[src/rtl/ibex_msg_pkg.sv]
// Shared types for the register-file message write sequencer.
package ibex_msg_pkg;

   localparam int MsgMaxWords = 4;

   typedef logic [1:0] msg_len_t;

   typedef enum logic [1:0] {
      IDLE  = 2'd0,
      WRITE = 2'd1,
      DONE  = 2'd2
   } msg_seq_state_e;

endpackage

[src/rtl/ibex_msg_wr_seq.sv]
// Writes a 1-4 word message into consecutive register-file message slots,
// one word per cycle, yielding to core writeback whenever it is active.
module ibex_msg_wr_seq
   import ibex_msg_pkg::*;
#(
   parameter int DataWidth = 32,
   parameter int AddrWidth = 5,
   parameter int MaxWords  = MsgMaxWords
) (
   input  logic                          clk_i,
   input  logic                          rst_i,
   input  logic                          req_valid_i,
   output logic                          req_ready_o,
   input  logic [AddrWidth-1:0]          req_addr_i,
   input  logic [1:0]                    req_len_i,
   input  logic [MaxWords*DataWidth-1:0] req_data_i,
   input  logic                          core_we_i,
   input  logic                          flush_i,
   output logic                          rf_valid_o,
   output logic [AddrWidth-1:0]          rf_addr_o,
   output logic [DataWidth-1:0]          rf_data_o,
   output logic                          busy_o,
   output logic                          done_o,
   output logic                          err_o
);

   msg_seq_state_e                state_q, state_d;
   logic [AddrWidth-1:0]          addr_q, addr_d;
   msg_len_t                      len_q, len_d;
   msg_len_t                      idx_q, idx_d;
   logic [MaxWords*DataWidth-1:0] data_q, data_d;
   logic                          err_q, err_d;

   logic [AddrWidth:0] req_end;
   logic               req_legal;
   logic               accept;
   logic               wr_fire;

   // One extra bit so base + len can never wrap back into a legal range.
   assign req_end   = {1'b0, req_addr_i} + (AddrWidth+1)'(req_len_i);
   assign req_legal = (req_addr_i != '0) && (req_end <= {1'b0, {AddrWidth{1'b1}}});

   assign req_ready_o = (state_q == IDLE) && !rst_i;
   assign accept      = req_valid_i && req_ready_o;
   assign wr_fire     = (state_q == WRITE) && !core_we_i && !flush_i;

   assign rf_valid_o = wr_fire;
   assign rf_addr_o  = addr_q + AddrWidth'(idx_q);
   assign busy_o     = (state_q != IDLE);
   assign done_o     = (state_q == DONE);
   assign err_o      = err_q;

   always_comb begin
      rf_data_o = data_q[DataWidth-1:0];
      for (int w = 1; w < MaxWords; w++) begin
         if (idx_q == msg_len_t'(w)) rf_data_o = data_q[w*DataWidth +: DataWidth];
      end
   end

   always_comb begin
      // NOTE: every next-state signal gets a default up front so no path leaves one unassigned, which would infer a latch.
      state_d = state_q;
      addr_d  = addr_q;
      len_d   = len_q;
      idx_d   = idx_q;
      data_d  = data_q;
      err_d   = 1'b0;

      unique case (state_q)
         IDLE: begin
            if (accept) begin
               addr_d = req_addr_i;
               len_d  = req_len_i;
               data_d = req_data_i;
               idx_d  = '0;
               if (req_legal) state_d = WRITE;
               else           err_d   = 1'b1;
            end
         end
         WRITE: begin
            if (flush_i) begin
               state_d = IDLE;
            end else if (wr_fire) begin
               if (idx_q == len_q) state_d = DONE;
               else                idx_d   = idx_q + 1'b1;
            end
         end
         DONE:    state_d = IDLE;
         default: state_d = IDLE;
      endcase
   end

   // NOTE: state registers use non-blocking assignments so every flop samples pre-edge values.
   always_ff @(posedge clk_i) begin
      if (rst_i) begin
         state_q <= IDLE;
         addr_q  <= '0;
         len_q   <= '0;
         idx_q   <= '0;
         data_q  <= '0;
         err_q   <= 1'b0;
      end else begin
         state_q <= state_d;
         addr_q  <= addr_d;
         len_q   <= len_d;
         idx_q   <= idx_d;
         data_q  <= data_d;
         err_q   <= err_d;
      end
   end

endmodule

[config.mk]
export PLATFORM = sky130hd
export DESIGN_NAME = ibex_msg_wr_seq
export DESIGN_NICKNAME = d
export VERILOG_FILES = /design/src/rtl/ibex_msg_pkg.sv /design/src/rtl/ibex_msg_wr_seq.sv
export SDC_FILE = /design/constraint.sdc
export NUM_CORES = 1
export LEC_CHECK = 0
export ABC_AREA = 1
export ABC_CLOCK_PERIOD_IN_PS = 4600
export BUFFER_PORTS_ARGS = -buffer_cell sky130_fd_sc_hd__buf_2
export CORE_UTILIZATION = 56
export DETAILED_ROUTE_END_ITERATION = 12
export MAX_ROUTING_LAYER = met4
export PLACE_DENSITY = 0.86
export SLEW_MARGIN = 0
export SYNTH_ARGS = -nofsm -noshare
export SYNTH_HDL_FRONTEND = slang
export SYNTH_SLANG_ARGS = --single-unit
[constraint.sdc]
create_clock -name clk_i -period 4.6 [get_ports clk_i]
set_clock_uncertainty 0.1 [all_clocks]
set_input_delay 0.46 -clock clk_i [delete_from_list [all_inputs] [get_ports clk_i]]
set_output_delay 0.46 -clock clk_i [all_outputs]
set_load 0.005 [all_outputs]
==> metrics.txt, run 1 <==
Max Fclk approximately 0.30 GHz; antenna-violating nets left 0; worst path setup slack after routing roughly 1.3 ns; Ports 182; post-CTS sizing 0; arrival time at the worst endpoint ~2.7 ns; post-synthesis compound-gate area fraction 0.224; P&R area growth vs syn 22.3%; TritonCTS clock tree yes; Final #Nets ~1100; Simple-Gate Fraction of Synth Area 0.182; clock latency on the worst-skew pair between 0.5 and 0.6 ns; Clock Tree Buf Depth 2; hold-fix buffer count after cts 0; gr usage total 0.277; number of vias per cell approximately 5.4; final setup fails 0; RSZ-0062 raised after global routing no; Cell variety after synth 26; Tightest Hold Check Type in2reg; die area 11300 sq um; Rows 37; Ys Warns 0; # Post-CTS Setup Buffers 0; area of the core between 10000 and 15000 sq um; DR DRC count 0; XOR/XNOR Fraction of Synth Area 0.00432; Port Buffers 181; final WL 15.1 mm; gpl congestion approximately 0.84; filler instances roughly 860; startpoint types flip-flop; CP Capture Type output pin; top cells by area, synth dfxtp_1 46%, nand2_1 11%, a21oi_1 8.6%; Max IR drop VDD 0.209 mV; MaxCap Viol Count 0; most common cell after layout, fill and taps aside buf_2; Synth Net Count 948; CP required a little over 4 ns; vias post-DR approximately 5800; pwr dens approximately 430 nW/um^2; Post-Syn Area per Cell roughly 7.6 sq um; initial antenna violation count 1; vias in the first global route roughly 5300; Slew headroom 0.178; pre-CTS WS 1.87 ns; grt ovf 0; Avg WL per Cell roughly 14 um; largest net degree at the start of global routing about 120; leading area contributor after synthesis dfxtp_1; register area share after synthesis 0.461; Cells after Synth 800; measured slew at the worst slew-check pin 1.23 ns; Die Span X ~110 um; Initial DRC Count ~450; final worst path period share 0.717; Starting Density 0.584; commonest cells after routing, fill and taps aside 181 x buf_2, 175 x nand2_1, 140 x dfxtp_1; WS Path Type reg2out; Syn Std Cell Area ~6100 sq um; CTS Buf Count 17; CTS sink cnt 140; Die H between 100 and 150 um; clk root buf clkbuf_8; crit path max fanout 32; setup TNS 0 ns; fin. max-slew vios 0; share of layout cells above drive strength 1 0.239; global-route wire length before repair roughly 24 mm; min cycle time layout ~3.3 ns; post-synthesis mux area share 0; status complete, no violations; iteration count of the initial detailed-routing pass 5; Final Hold Viols 0; HPWL after DPL 9.38 mm; static leakage between 3 and 4 nW; htree depth 4; Synth Register Bits 140; share of the synthesized area in the top cell type 0.461; Adder-Cell Fraction of Synth Area 0.0177; Reg clk slew, reported paths around 0.060 ns; largest family of logic cells by synthesized area compound AO/OA/AOI/OAI gates
==> cells in the mapped netlist, drive strengths merged <==
| master | count |
|---|---|
| a21o | 1 |
| a21oi | 105 |
| a22oi | 32 |
| buf | 45 |
| clkbuf | 21 |
| dfxtp | 140 |
| fa | 1 |
| ha | 7 |
| inv | 80 |
| nand2 | 177 |
| nand3 | 71 |
| nand4 | 1 |
| nor2 | 11 |
| nor3 | 2 |
| o211ai | 32 |
| o21ai | 70 |
| or2 | 1 |
| xnor2 | 1 |
| xor2 | 2 |
==> kinds of logic after synthesis <==
group                    Yosys count
AO/OA/AOI/OAI                    240
XOR/XNOR                           3
adder cells (fa/ha/maj)            8
buffers and inverters            146
flip-flops                       140
AND/OR/NAND/NOR                  263
==> metal layers <==
metal	global-route usage	wire length, um	vias up
met5	-	0	-
met1	0.357	6660	2620
met2	0.425	7060	237
met3	0.0521	1010	27
li1	-	-	2959
met4	0.119	345	0
==> report_power, final <==
group          switching, W  leakage, nW  internal [W]
Sequential        0.0000399         1.15       0.00131
Combinational      0.000266         2.10      0.000193
Clock              0.000520        0.284      0.000857
==> area by class of cell <==
type / count / area (sq um) / share of cell area
Clock buffer: 19 / 442 / 0.0594
Tap cell: 136 / 170 / 0.0229
Inverter: 80 / 302 / 0.0405
Clock inverter: 12 / 160 / 0.0215
Sequential cell: 140 / 2800 / 0.377
Multi-Input combinational cell: 514 / 2620 / 0.352
Timing Repair Buffer: 186 / 943 / 0.127
Antenna cell: 1 / 2.50 / 0.000336
==> sequential cells by signal (all words and copies together), names as in the netlist <==
register,flops
err_o,1
data_q,128
addr_q,5
len_q,2
idx_q,2
state_q,2
==> final timing paths <==
kind                                start                       to  slack, ns  depth (start not counted)
setup / recovery    idx_q[0]$_SDFFE_PP0P_            rf_data_o[11]       1.30                          6
hold / removal             req_data_i[81]  data_q[81]$_SDFFE_PP0P_       0.03                          3
setup reg to reg  state_q[0]$_SDFFE_PP0P_  data_q[35]$_SDFFE_PP0P_       2.04                          7
hold reg to reg   data_q[44]$_SDFFE_PP0P_  data_q[44]$_SDFFE_PP0P_       0.35                          2
==> stage by stage <==
stage	power (W)	hold WS (ns)	cell area (sq um)	utilization	std cells
4_1_cts	0.00320	0.0195	7440	0.714	1087
6_report	0.00318	0.0313	7440	0.714	1088
3_5_place_dp	0.00183	0.344	6840	0.656	1056
5_1_grt	0.00333	0.0307	7440	0.714	1088
2_1_floorplan	0.00166	0.329	6080	-	800
3_3_place_gp	0.00182	0.340	6840	0.656	1056
==> worst max-delay path: stages, from the launching register on <==
cell and delay (ns):
dfxtp_1 0.43, inv_1 0.11, ha_1 0.22, inv_1 0.84
o211ai_1 0.27, a22oi_1 0.22, buf_2 0.14
(Power assumes the default switching activity.)
==> inputs of run 2 (changes only) <==
- ABC_CLOCK_PERIOD_IN_PS: 4600 -> 3300
- CORE_UTILIZATION: 56 -> 52
- PLACE_DENSITY: 0.86 -> 0.8
- clock period: 4.6 -> 3.3 ns (I/O delays scaled with it)
==> run 2 against run 1 <==
- design area is 2.1% higher
- global-route usage fell by 1.8 points
- first-iteration DRC count up 6.8%
- flip-flop and latch count is the same
- clock-buffer cell count increased by 4
- critical path depth is the same
- core utilization is 4.9 points lower
- non-clock buffer count up 3
- die area up 7.5%
- critical endpoint is now rf_data_o[21]
- largest cell class unchanged
==> metrics.txt, run 2 (synthesis results as in run 1) <==
status complete, no violations; share of layout cells above drive strength 1 0.241 (+0.00214); commonest cells after routing, fill and taps aside 181 x buf_2, 175 x nand2_1, 140 x dfxtp_1; filler instances 1004 (+17%); measured slew at the worst slew-check pin 0.655 ns (-0.579 ns); Max Fclk roughly 0.37 GHz; final worst path period share 0.826; Worst Hold Launch req_data_i[89]; MaxCap Viol Count 0 (unchanged); hold-fix buffer count after cts 0 (unchanged); crit path cell chain inv_1, ha_2, buf_12, o211ai_1, a22oi_1, buf_2; R2R depth 8 (+1); static leakage 3.62 nW (+2.1%); Final Hold Viols 0 (unchanged); Starting Density 0.533 (-0.0512); cell-internal power 0.00355 W (+50%); final WL 14.9 mm (-1.1%); most common cell after layout, fill and taps aside buf_2; sequential cell area 2800 sq um (unchanged); Hold Path Sink data_q[89]$_SDFFE_PP0P_; biggest regs data_q x128, addr_q x5; RSZ-0062 raised after global routing no; post-CTS sizing 0 (unchanged); Rows 39 (+5.4%); combinational share of power 0.139 (-0.005); pwr dens 615 nW/um^2 (+44%); cell depth of the worst min-delay path 3 (unchanged); Final #Nets 1090 (+0.28%); CP required 2.87 ns (-1.17 ns); clock group share of total power 0.458 (+0.025); Worst Setup SP idx_q[1]$_SDFFE_PP0P_; antenna-violating nets left 0 (unchanged); Net Sw Frac 0.240 (-0.0197); Largest Register data_q; iteration count of the initial detailed-routing pass 7 (+2); Reg clk slew, reported paths 0.06 ns (about the same); worst r2r dst data_q[23]$_SDFFE_PP0P_; TritonCTS clock tree yes; grt ovf 0 (unchanged); WS Path Type reg2out; gr usage total 0.258 (-0.0182); vias post-DR 5785 (-0.99%); HPWL after DPL 9.58 mm (+2.1%); Top delay family on crit path adder cells; CTS Buf Count 17 (unchanged); Flop pwr share 0.403 (-0.020); Initial DRC Count 485 (+6.8%); Crit-path slowest cell ha_2; Die Span X 110 um (+3.7%); placed cell count 1066 (+0.95%); multi-input logic area 2620 sq um (unchanged); global-route wire length before repair 23.6 mm (-3.1%); arrival time at the worst endpoint 2.30 ns (-0.44 ns); Bufs and invs on worst path 3 (unchanged); fin. max-slew vios 0 (unchanged); setup TNS 0 ns (unchanged); Antenna Cells 0 (-1); final setup fails 0 (unchanged); Non-Filler Instances 1098 (+0.92%); crit path max fanout 33 (+3.1%); initial antenna violation count 0 (-1); min cycle time layout between 2 and 3 ns; Ports 182 (unchanged); Largest register FFs 128 (unchanged); DR DRC count 0 (unchanged); # Post-CTS Setup Buffers 0 (unchanged); P_sw 0.00112 W (+35%); number of vias per cell 5.27 (-1.9%); largest net degree at the start of global routing 128 (+9.4%); Max IR drop VDD 0.428 mV (+100%); vias in the first global route 5053 (-3.8%); CP Capture Type output pin; R2R Setup Slk 1.16 ns (-0.88 ns); gpl congestion 0.796 (-5.6%); Slew headroom 0.563 (+0.386); die area 12100 sq um (+7.5%); Avg WL per Cell 13.6 um (-2.0%); Clock Tree Buf Depth 2 (unchanged); startpoint types flip-flop; htree depth 4 (unchanged); Die H 110 um (+3.7%); FF-to-FF Start state_q[0]$_SDFFE_PP0P_; clk root buf clkbuf_16; P&R area growth vs syn 24.9%; area of the core 11400 sq um (+9.6%); Port Buffers 181 (unchanged); CTS sink cnt 140 (unchanged); Tightest Hold Check Type in2reg; clock latency on the worst-skew pair 0.40 ns (-0.11 ns); Slowest Stage Delay on Critical Path 0.64 ns (-0.20 ns)
-- run 2: cell count changes in the layout (fill, tap and decap cells not counted) --
cell / before / now
buf_12: 0 / 4
buf_4: 5 / 4
bufinv_16: 3 / 5
clkbuf_1: 0 / 1
clkbuf_16: 16 / 17
clkbuf_8: 3 / 5
clkinv_4: 0 / 1
clkinvlp_4: 4 / 1
diode_2: 1 / 0
inv_6: 4 / 1
-- run 2: area by class of cell --
type                       count  share of cell area
sequential                   140               0.369
timing repair buffer         189               0.134
multi-input combinational    514               0.345
inverter                      80              0.0397
clock inverter                 9              0.0237
tap                          143              0.0236
clock buffer                  23              0.0656
-- run 2: layer usage --
layer | wire length, um | part of all wire | GRT usage
met1 | 6940 | 0.47 | 0.343
met2 | 6890 | 0.46 | 0.402
met3 | 966 | 0.065 | 0.0464
met4 | 117 | 0.0078 | 0.0818
met5 | 0 | 0 | -
-- run 2: worst max path at each step --
stage,endpoint,cells past startpoint
finish,rf_data_o[21],6
global placement,rf_data_o[0],6
global route,rf_data_o[1],6
detailed placement,rf_data_o[31],6
floorplan,rf_addr_o[4],5
CTS,rf_data_o[31],6
-- run 2: worst register-to-register path, delay by kind of cell, from the launching register on --
kind,cells,cell delay (ns)
buf+inv,3,0.95
simple gates,5,0.68
flops,1,0.34
-- run 2: stage by stage --
step	util	hold WS, ns	setup WS [ns]	total power (W)	instance area (sq um)
final	0.665	0.0137	0.574	0.00467	7590
after global placement	0.606	0.339	1.07	0.00255	6920
after CTS	0.665	0.00226	0.561	0.00469	7590
after global routing	0.665	0.00699	0.395	0.00488	7590
after detailed placement	0.606	0.345	1.02	0.00256	6920
after floorplan	-	0.307	1.47	0.00232	6080
-- run 2: power by group through the flow --
stage	Clock (W)	Combinational [W]	Sequential, W
2_1_floorplan	0	0.000416	0.00190
3_3_place_gp	0	0.000638	0.00191
3_5_place_dp	0	0.000647	0.00191
4_1_cts	0.00216	0.000653	0.00188
5_1_grt	0.00225	0.000737	0.00189
6_report	0.00214	0.000649	0.00188
